$ cat src/rtl/serial_add_ctrl_pkg.sv
// ---------------------------------------------------------------------------
// serial_add_ctrl_pkg
// Shared definitions for the bit-serial add/subtract controller:
//   WIDTH_DEF            default operand/result width
//   ST_IDLE/ST_RUN/ST_FIN controller state encodings
//   OP_ADD/OP_SUB        operation codes carried on OP
// ---------------------------------------------------------------------------
package serial_add_ctrl_pkg;

   localparam int WIDTH_DEF = 32;

   localparam logic [1:0] ST_IDLE = 2'b00;
   localparam logic [1:0] ST_RUN  = 2'b01;
   localparam logic [1:0] ST_FIN  = 2'b10;

   localparam logic OP_ADD = 1'b0;
   localparam logic OP_SUB = 1'b1;

endpackage

$ cat src/rtl/serial_add_ctrl_fa.sv
// ---------------------------------------------------------------------------
// serial_add_ctrl_fa
// One-bit full adder used as the single arithmetic element of the serial
// adder.
//   a_i, b_i  operand bits
//   ci_i      carry in
//   s_o       sum bit
//   co_o      carry out
// ---------------------------------------------------------------------------
module serial_add_ctrl_fa (
   input  logic a_i,
   input  logic b_i,
   input  logic ci_i,
   output logic s_o,
   output logic co_o
);

   assign s_o  = a_i ^ b_i ^ ci_i;
   assign co_o = (a_i & b_i) | (ci_i & (a_i ^ b_i));

endmodule

$ cat src/rtl/serial_add_ctrl.sv
// ---------------------------------------------------------------------------
// serial_add_ctrl
// Bit-serial WIDTH-bit adder/subtractor. Operands are captured on an accepted
// START, processed LSB-first through one full adder over WIDTH cycles, and
// the result is presented with a one-cycle DONE pulse.
//   CLK    clock, rising edge
//   RST    asynchronous active-low reset
//   START  request, sampled only while idle
//   OP     0 = A + B, 1 = A - B (captured with START)
//   A, B   operands (captured with START)
//   R      result, held until the next accepted START
//   CO     final carry out (for subtract: 1 = no borrow)
//   V      signed overflow, present only with SERIAL_ADD_OVERFLOW_EN defined
//   BUSY   high while bits are being processed
//   DONE   one-cycle pulse when R/CO/V are valid
// Build option: define SERIAL_ADD_OVERFLOW_EN to add the V output.
// ---------------------------------------------------------------------------
module serial_add_ctrl
   import serial_add_ctrl_pkg::*;
#(
   parameter int WIDTH = WIDTH_DEF
) (
   input  logic             CLK,
   input  logic             RST,
   input  logic             START,
   input  logic             OP,
   input  logic [WIDTH-1:0] A,
   input  logic [WIDTH-1:0] B,
   output logic [WIDTH-1:0] R,
   output logic             CO,
`ifdef SERIAL_ADD_OVERFLOW_EN
   output logic             V,
`endif
   output logic             BUSY,
   output logic             DONE
);

   localparam int              CNT_W    = $clog2(WIDTH);
   localparam logic [CNT_W-1:0] CNT_LAST = CNT_W'(WIDTH - 1);

   logic [1:0]       state_q, state_d;
   logic [CNT_W-1:0] cnt_q, cnt_d;
   logic             carry_q, carry_d;
   logic             op_q, op_d;
   logic             co_q, co_d;
   logic             done_q, done_d;
   logic [WIDTH-1:0] r_q, r_d;
   logic [WIDTH-1:0] a_sh_q, a_sh_d;
   logic [WIDTH-1:0] b_sh_q, b_sh_d;
`ifdef SERIAL_ADD_OVERFLOW_EN
   logic             v_q, v_d;
`endif

   logic fa_b;
   logic fa_s;
   logic fa_co;

   // Subtract is A + ~B + 1: B is inverted bit by bit and the +1 comes from
   // the carry flop being preloaded with OP.
   assign fa_b = b_sh_q[0] ^ (op_q != OP_ADD);

   serial_add_ctrl_fa u_fa (
      .a_i  (a_sh_q[0]),
      .b_i  (fa_b),
      .ci_i (carry_q),
      .s_o  (fa_s),
      .co_o (fa_co)
   );

   always_comb begin
      state_d = state_q;
      cnt_d   = cnt_q;
      carry_d = carry_q;
      op_d    = op_q;
      co_d    = co_q;
      done_d  = 1'b0;
      r_d     = r_q;
      a_sh_d  = a_sh_q;
      b_sh_d  = b_sh_q;
`ifdef SERIAL_ADD_OVERFLOW_EN
      v_d     = v_q;
`endif
      case (state_q)
         ST_IDLE: begin
            if (START) begin
               state_d = ST_RUN;
               a_sh_d  = A;
               b_sh_d  = B;
               op_d    = OP;
               cnt_d   = '0;
               carry_d = (OP == OP_SUB);
            end
         end
         ST_RUN: begin
            // Sum bits enter at the MSB so after WIDTH shifts bit 0 sits at R[0].
            r_d     = {fa_s, r_q[WIDTH-1:1]};
            a_sh_d  = a_sh_q >> 1;
            b_sh_d  = b_sh_q >> 1;
            carry_d = fa_co;
            cnt_d   = cnt_q + CNT_W'(1);
            if (cnt_q == CNT_LAST) begin
               state_d = ST_FIN;
`ifdef SERIAL_ADD_OVERFLOW_EN
               // carry_q is the carry into the MSB on this last bit.
               v_d = carry_q ^ fa_co;
`endif
            end
         end
         ST_FIN: begin
            // Results are registered on leaving FIN, so DONE is seen in the
            // following cycle, when the block is already idle and can take
            // the next START.
            state_d = ST_IDLE;
            co_d    = carry_q;
            done_d  = 1'b1;
         end
         default: begin
            state_d = ST_IDLE;
         end
      endcase
   end

   always_ff @(posedge CLK or negedge RST) begin
      if (!RST) begin
         state_q <= ST_IDLE;
         cnt_q   <= '0;
         carry_q <= 1'b0;
         op_q    <= 1'b0;
         co_q    <= 1'b0;
         done_q  <= 1'b0;
         r_q     <= '0;
`ifdef SERIAL_ADD_OVERFLOW_EN
         v_q     <= 1'b0;
`endif
      end else begin
         state_q <= state_d;
         cnt_q   <= cnt_d;
         carry_q <= carry_d;
         op_q    <= op_d;
         co_q    <= co_d;
         done_q  <= done_d;
         r_q     <= r_d;
`ifdef SERIAL_ADD_OVERFLOW_EN
         v_q     <= v_d;
`endif
      end
   end

   // Operand shift registers carry only data; the state machine decides
   // when their contents matter.
   always_ff @(posedge CLK) begin
      a_sh_q <= a_sh_d;
      b_sh_q <= b_sh_d;
   end

   assign R    = r_q;
   assign CO   = co_q;
   assign BUSY = (state_q == ST_RUN);
   assign DONE = done_q;
`ifdef SERIAL_ADD_OVERFLOW_EN
   assign V    = v_q;
`endif

endmodule
$ cat config.mk
export PLATFORM = sky130hd
export DESIGN_NAME = serial_add_ctrl
export DESIGN_NICKNAME = d
export VERILOG_FILES = /design/src/rtl/serial_add_ctrl_pkg.sv /design/src/rtl/serial_add_ctrl_fa.sv /design/src/rtl/serial_add_ctrl.sv
export SDC_FILE = /design/constraint.sdc
export NUM_CORES = 1
export LEC_CHECK = 0
export ABC_CLOCK_PERIOD_IN_PS = 2800
export BUFFER_PORTS_ARGS = -buffer_cell sky130_fd_sc_hd__buf_2
export CORE_UTILIZATION = 53
export CTS_CLUSTER_DIAMETER = 200
export DETAILED_ROUTE_END_ITERATION = 16
export PLACE_DENSITY = 0.86
export REMOVE_ABC_BUFFERS = 1
export SLEW_MARGIN = 5
export SYNTH_ARGS = -nofsm -noshare
export SYNTH_HDL_FRONTEND = slang
export SYNTH_SLANG_ARGS = --single-unit
$ cat constraint.sdc
create_clock -name CLK -period 2.8 [get_ports CLK]
set_clock_uncertainty 0.05 [all_clocks]
set_input_delay 0.14 -clock CLK [delete_from_list [all_inputs] [get_ports CLK]]
set_output_delay 0.14 -clock CLK [all_outputs]
set_load 0.1 [all_outputs]
# Yosys cells after proc, flatten, opt, wreduce, memory -nomap -nowiden

Cells that the tools add are included.

Register bits: 107
Bits of input ports: 68
Output and inout bits: 35

Add/sub/neg operators: 1
Equal/unequal tests: 5
Mux-type cells: 12
Bitwise logic cells: 6
Reduce and logical (&&, ||, !) cells: 5

Operators with widths:

| kind                                                   | number |
|---|---|
| case mux 32 bit (2 select lines)                       | 2 |
| 2-to-1 mux 32 bit                                      | 2 |
| case mux 5 bit (2 select lines)                        | 1 |
| AND reduction 2 bit                                    | 3 |
| adder 5 x 1 -> 5 bit (second input constant)           | 1 |
| == test 5 bit (second input constant)                  | 1 |
| 2-to-1 mux 5 bit                                       | 1 |
| 2-to-1 mux 2 bit                                       | 2 |
| case mux 2 bit (2 select lines)                        | 1 |
| XOR 1 bit                                              | 3 |
| AND 1 bit                                              | 2 |
| == test 2 x 1 -> 1 bit (second input constant)         | 1 |
| == test 2 bit (second input constant)                  | 1 |
| zero test 2 bit                                        | 1 |
| 2-to-1 mux 1 bit                                       | 2 |
| inequality test 2 x 1 -> 1 bit (second input constant) | 1 |
| inequality test 2 bit (second input constant)          | 1 |
| case mux 1 bit (2 select lines)                        | 1 |
| nonzero test 2 bit                                     | 1 |
| OR 1 bit                                               | 1 |

# Depth between registers and ports, before layout

Depth in word-level cells: 5
Mapped depth: 8
Gate-level depth less buffers: 6

# Hierarchy

Synthesis repeated with hierarchy kept, for this count alone.

Cell total of the unflattened synthesis: 248
Area, all modules: 4,631.9 sq um

By module, submodules not included:

| module             | times used | cells each | area each (sq um) | sequential area each (sq um) |
|---|---|---|---|---|
| serial_add_ctrl    | 1          | 247        | 4,611.9           | 2,997.9 |
| serial_add_ctrl_fa | 1          | 1          | 20.0              | 0.0 |

# Least setup slack after synthesis

Ideal clock, no wire load.

Path kind: reg2reg
From: register state_q[1]
To: register a_sh_q[0] (enable)
Library setup time: 419 ps
Data arrival time: 1,922 ps
Data required time: 2,331 ps
Slack: 409 ps
Cell stages (with the launch flop): 3
Buffers on the path: 0
Clock period less this slack: 2,391 ps
Cells stage by stage: dfrtp_1 o21bai_1 inv_1

Word-level cells in the longest chain between the ends: 3

Ends and longest elaborated chain:

| item                                                                         | RTL line               | text |
|---|---|---|
| from (decl)                                                                  | serial_add_ctrl.sv:41  | `logic [1:0] state_q, state_d;` |
| from (signal assigned)                                                       | serial_add_ctrl.sv:136 | `state_q <= state_d;` |
| == test 2 x 1 -> 1 bit or zero test 2 bit (tied branches)                    | serial_add_ctrl.sv:83  | `case (state_q)` |
| nonzero test 2 bit (no source line) or inequality test 2 bit (tied branches) | n/a                    |  |
| AND reduction 2 bit (no source line) *                                       | n/a                    |  |
| to (signal assigned)                                                         | serial_add_ctrl.sv:152 | `a_sh_q <= a_sh_d;` |
| to (decl)                                                                    | serial_add_ctrl.sv:48  | `logic [WIDTH-1:0] a_sh_q, a_sh_d;` |

Mark *: on every way between the ends. The rest lies on a longest branch, timed or not.
A chain may end at the register's enable or synchronous reset.

# Worst setup path after layout

From: register state_q[1]
To: output BUSY

Word-level cells in the longest chain between the ends: 1

Ends and longest elaborated chain:

| item                   | RTL line               | text |
|---|---|---|
| == test 2 x 1 -> 1 bit | serial_add_ctrl.sv:158 | `assign BUSY = (state_q == ST_RUN);` |
| to (decl)              | serial_add_ctrl.sv:34  | `output logic BUSY,` |

No other way between the ends.

==> results_dict.tcl <==
set metrics [dict create \
    dp_cells 637 \
    worst_ep_arrival_time_ns 2.05 \
    io_buffer_count 102 \
    htree_levels 3 \
    r2r-end "a_sh_q[27]" \
    end_kind "primary output" \
    drtIter0Drc 181 \
    cts_tree "yes" \
    synth_seq_cells 107 \
    netlist_instances 447 \
    synth_top_cell_area_share 0.432 \
    grt_max_degree 61 \
    drive_above_1_share 0.222 \
    routed_wl_um 8600 \
    p_switching_uw 3570 \
    initial_utilization 0.545 \
    critPathRequiredTime_ns 2.61 \
    grt_use_total 0.213 \
    final.min_clock_period_ns 2.24 \
    r2r_cells 5 \
    dieHeight_um 93.7 \
    die_w_um 93.7 \
    syn_avg_cell_area_um2 9.96 \
    power_density_mw_per_mm2 1290 \
    numCtsBuffers 9 \
    avgViaCountPerCell 4.85 \
    fillers 613 \
    final_nets 655 \
    leakage_uw 0.00287 \
    min_period_over_period 0.802 \
    endpoint "BUSY" \
    grt_first_pass_wirelength_um 14400 \
    tns_ns 0 \
    ctsResizeCount 0 \
    drt-pass1-iter-count 4 \
    synth.distinct_cells 29 \
    seq_power_share 0.409 \
    yosysTopAreaCell "edfxtp_1" \
    slew_headroom 0.383 \
    final_util 0.687 \
    rsz0062_at_grt "false" \
    finalHoldViolCount 0 \
    pwr-share-comb 0.477 \
    finalSetupViolCount 0 \
    drtAntennaViolNets 0 \
    grt_pass1_vias 3207 \
    rrSetupSlack_ns 0.81 \
    cp_max_fo 41 \
    post_drt_wl_per_cell_um 12.4 \
    die_area_mm2 0.00877 \
    ctsLongestPathBuffers 2 \
    crit_type "flop to primary output" \
    ys_seq_area_frac 0.673 \
    hold_path.class "input pin to flop" \
    drc 0 \
    antenna_found_initial 0 \
    worst_pin_slew_ns 0.926 \
    worst_setup_path_start_kind "flop" \
    io_pins 103 \
    fmax_ghz 0.445 \
    synth_edf_count 64 \
    coreArea_mm2 0.00818 \
    synth.top_cells.by_count "283 x nand2_1, 64 x edfxtp_1, 43 x dfrtp_1" \
    fp-row-count 33 \
    cts_root_buf "clkbuf_8" \
    vdd_ir_drop_max_uv 951 \
    synth_flop_cell "edfxtp_1" \
    p_sw_frac 0.492 \
    final_cells 694 \
    via_count 3365 \
    post-cts-setup-buffers 0 \
    synth_area_leaders "edfxtp_1 43%, dfrtp_1 24%, nand2_1 24%" \
    diodes 0 \
    ctsHoldBuffers 41 \
    drv_slew 0 \
    insertion_delay_ns 0.36 \
    setup.worst_path.start "state_q[1]" \
    power.internal_uw 3680 \
    synthArstFlopShare 0.402 \
    maxCapViolCount 0 \
    clk_pin_slew_ns 0.09 \
    status "complete, no violations" \
    clock-sinks 107 \
    area_growth_pct 26.1 \
    dpl.hpwl_um 5580 \
    synth_area_mm2 0.00445 \
    reg2reg_from "state_q[1]" \
    pwr-share-clk 0.114 \
    yosysMostFrequentCell "nand2_1" \
    gp_congestion 0.761 \
    grt.overflow.total 0 \
    synth_warnings 0 \
]
[per-stage QoR]
stage / setup slack (ns) / area, µm² / total power [µW] / hold slack (ns)
floorplan: -1.17 / 4320 / 5700 / -0.206
global placement: 0.901 / 5040 / 6300 / 0.258
detailed placement: 0.818 / 5040 / 6450 / 0.281
CTS: 0.522 / 5610 / 7320 / 0.000353
global route: 0.387 / 5610 / 7720 / 0.000861
finish: 0.555 / 5610 / 7250 / 0.00810
[sequential cells by signal, summed over array words and instances (netlist names)]
| register | count |
|---|---|
| DONE | 1 |
| state_q | 2 |
| carry_q | 1 |
| CO | 1 |
| a_sh_q | 32 |
| b_sh_q | 32 |
| cnt_q | 5 |
| R | 32 |
| op_q | 1 |
[per-layer routing]
metal | share of wire | wire, µm | vias to the layer above | global-route usage
li1 | - | - | 1688 | -
met1 | 0.43 | 3720 | 1567 | 0.278
met2 | 0.50 | 4330 | 103 | 0.356
met3 | 0.054 | 460 | 7 | 0.0461
met4 | 0.010 | 87 | 0 | 0.0705
met5 | 0 | 0 | - | 0
[final cells by class]
cell class | count | area (µm²) | share of cell area
Sequential cell | 107 | 3000 | 0.534
Multi-Input combinational cell | 313 | 1310 | 0.233
Timing Repair Buffer | 148 | 986 | 0.176
Tap cell | 105 | 131 | 0.0234
Clock buffer | 9 | 124 | 0.0221
Clock inverter | 7 | 43.8 | 0.00780
Inverter | 5 | 21.3 | 0.00379
[layout by cell type, fill, tap and decap left out, types with 2 or more instances in the layout]
master / netlist / routed
buf_12: 0 / 2
inv_4: 1 / 2
buf_2: 17 / 101
dlygate4sd3_1: 0 / 41
clkinv_2: 0 / 4
clkinv_4: 0 / 2
edfxtp_1: 64 / 64
o21ai_0: 4 / 4
and2_1: 2 / 2
a22o_1: 2 / 2
nand2_1: 283 / 283
buf_4: 3 / 4
clkbuf_8: 0 / 9
ha_1: 2 / 2
nor2_1: 2 / 2
inv_1: 4 / 3
nor3b_1: 2 / 2
mux2_2: 2 / 2
dfrtp_1: 43 / 43
[cell families (layout without fill, tap and decap cells)]
group	Yosys count	in the layout	share of synthesized area
AO/OA/AOI/OAI	11	11	0.0180
XOR/XNOR	1	1	0.00197
adder cells (fa/ha/maj)	3	3	0.0101
buffers and inverters	27	169	0.0340
flip-flops	107	107	0.673
multiplexers	3	3	0.00731
AND/OR/NAND/NOR	295	295	0.255
[critical path: stages (launching register included)]
cell and delay [ns]:
dfrtp_1 0.47, nand2b_4 0.37, inv_4 0.36, buf_4 0.28, buf_12 0.20
[how the worst min path moves through the flow]
| stage | cells after the start | to | slack (ns) | startpoint |
|---|---|---|---|---|
| floorplan | 0 | CO | -0.21 | RST |
| finish | 3 | b_sh_q[8] | 0.008 | B[8] |
| global route | 3 | b_sh_q[25] | 0.0009 | B[25] |
| CTS | 3 | a_sh_q[20] | 0.0004 | A[20] |
| detailed placement | 1 | R[0] | 0.28 | RST |
| global placement | 1 | R[0] | 0.26 | RST |
[power groups by stage]
stage | Sequential, µW | Combinational [µW] | Clock, µW
after floorplan | 4480 | 1220 | 0
after global placement | 2970 | 3330 | 0
after detailed placement | 3000 | 3450 | 0
after CTS | 2970 | 3500 | 854
after global routing | 3050 | 3760 | 908
final | 2970 | 3460 | 825
Power figures use the tool's default switching activity.
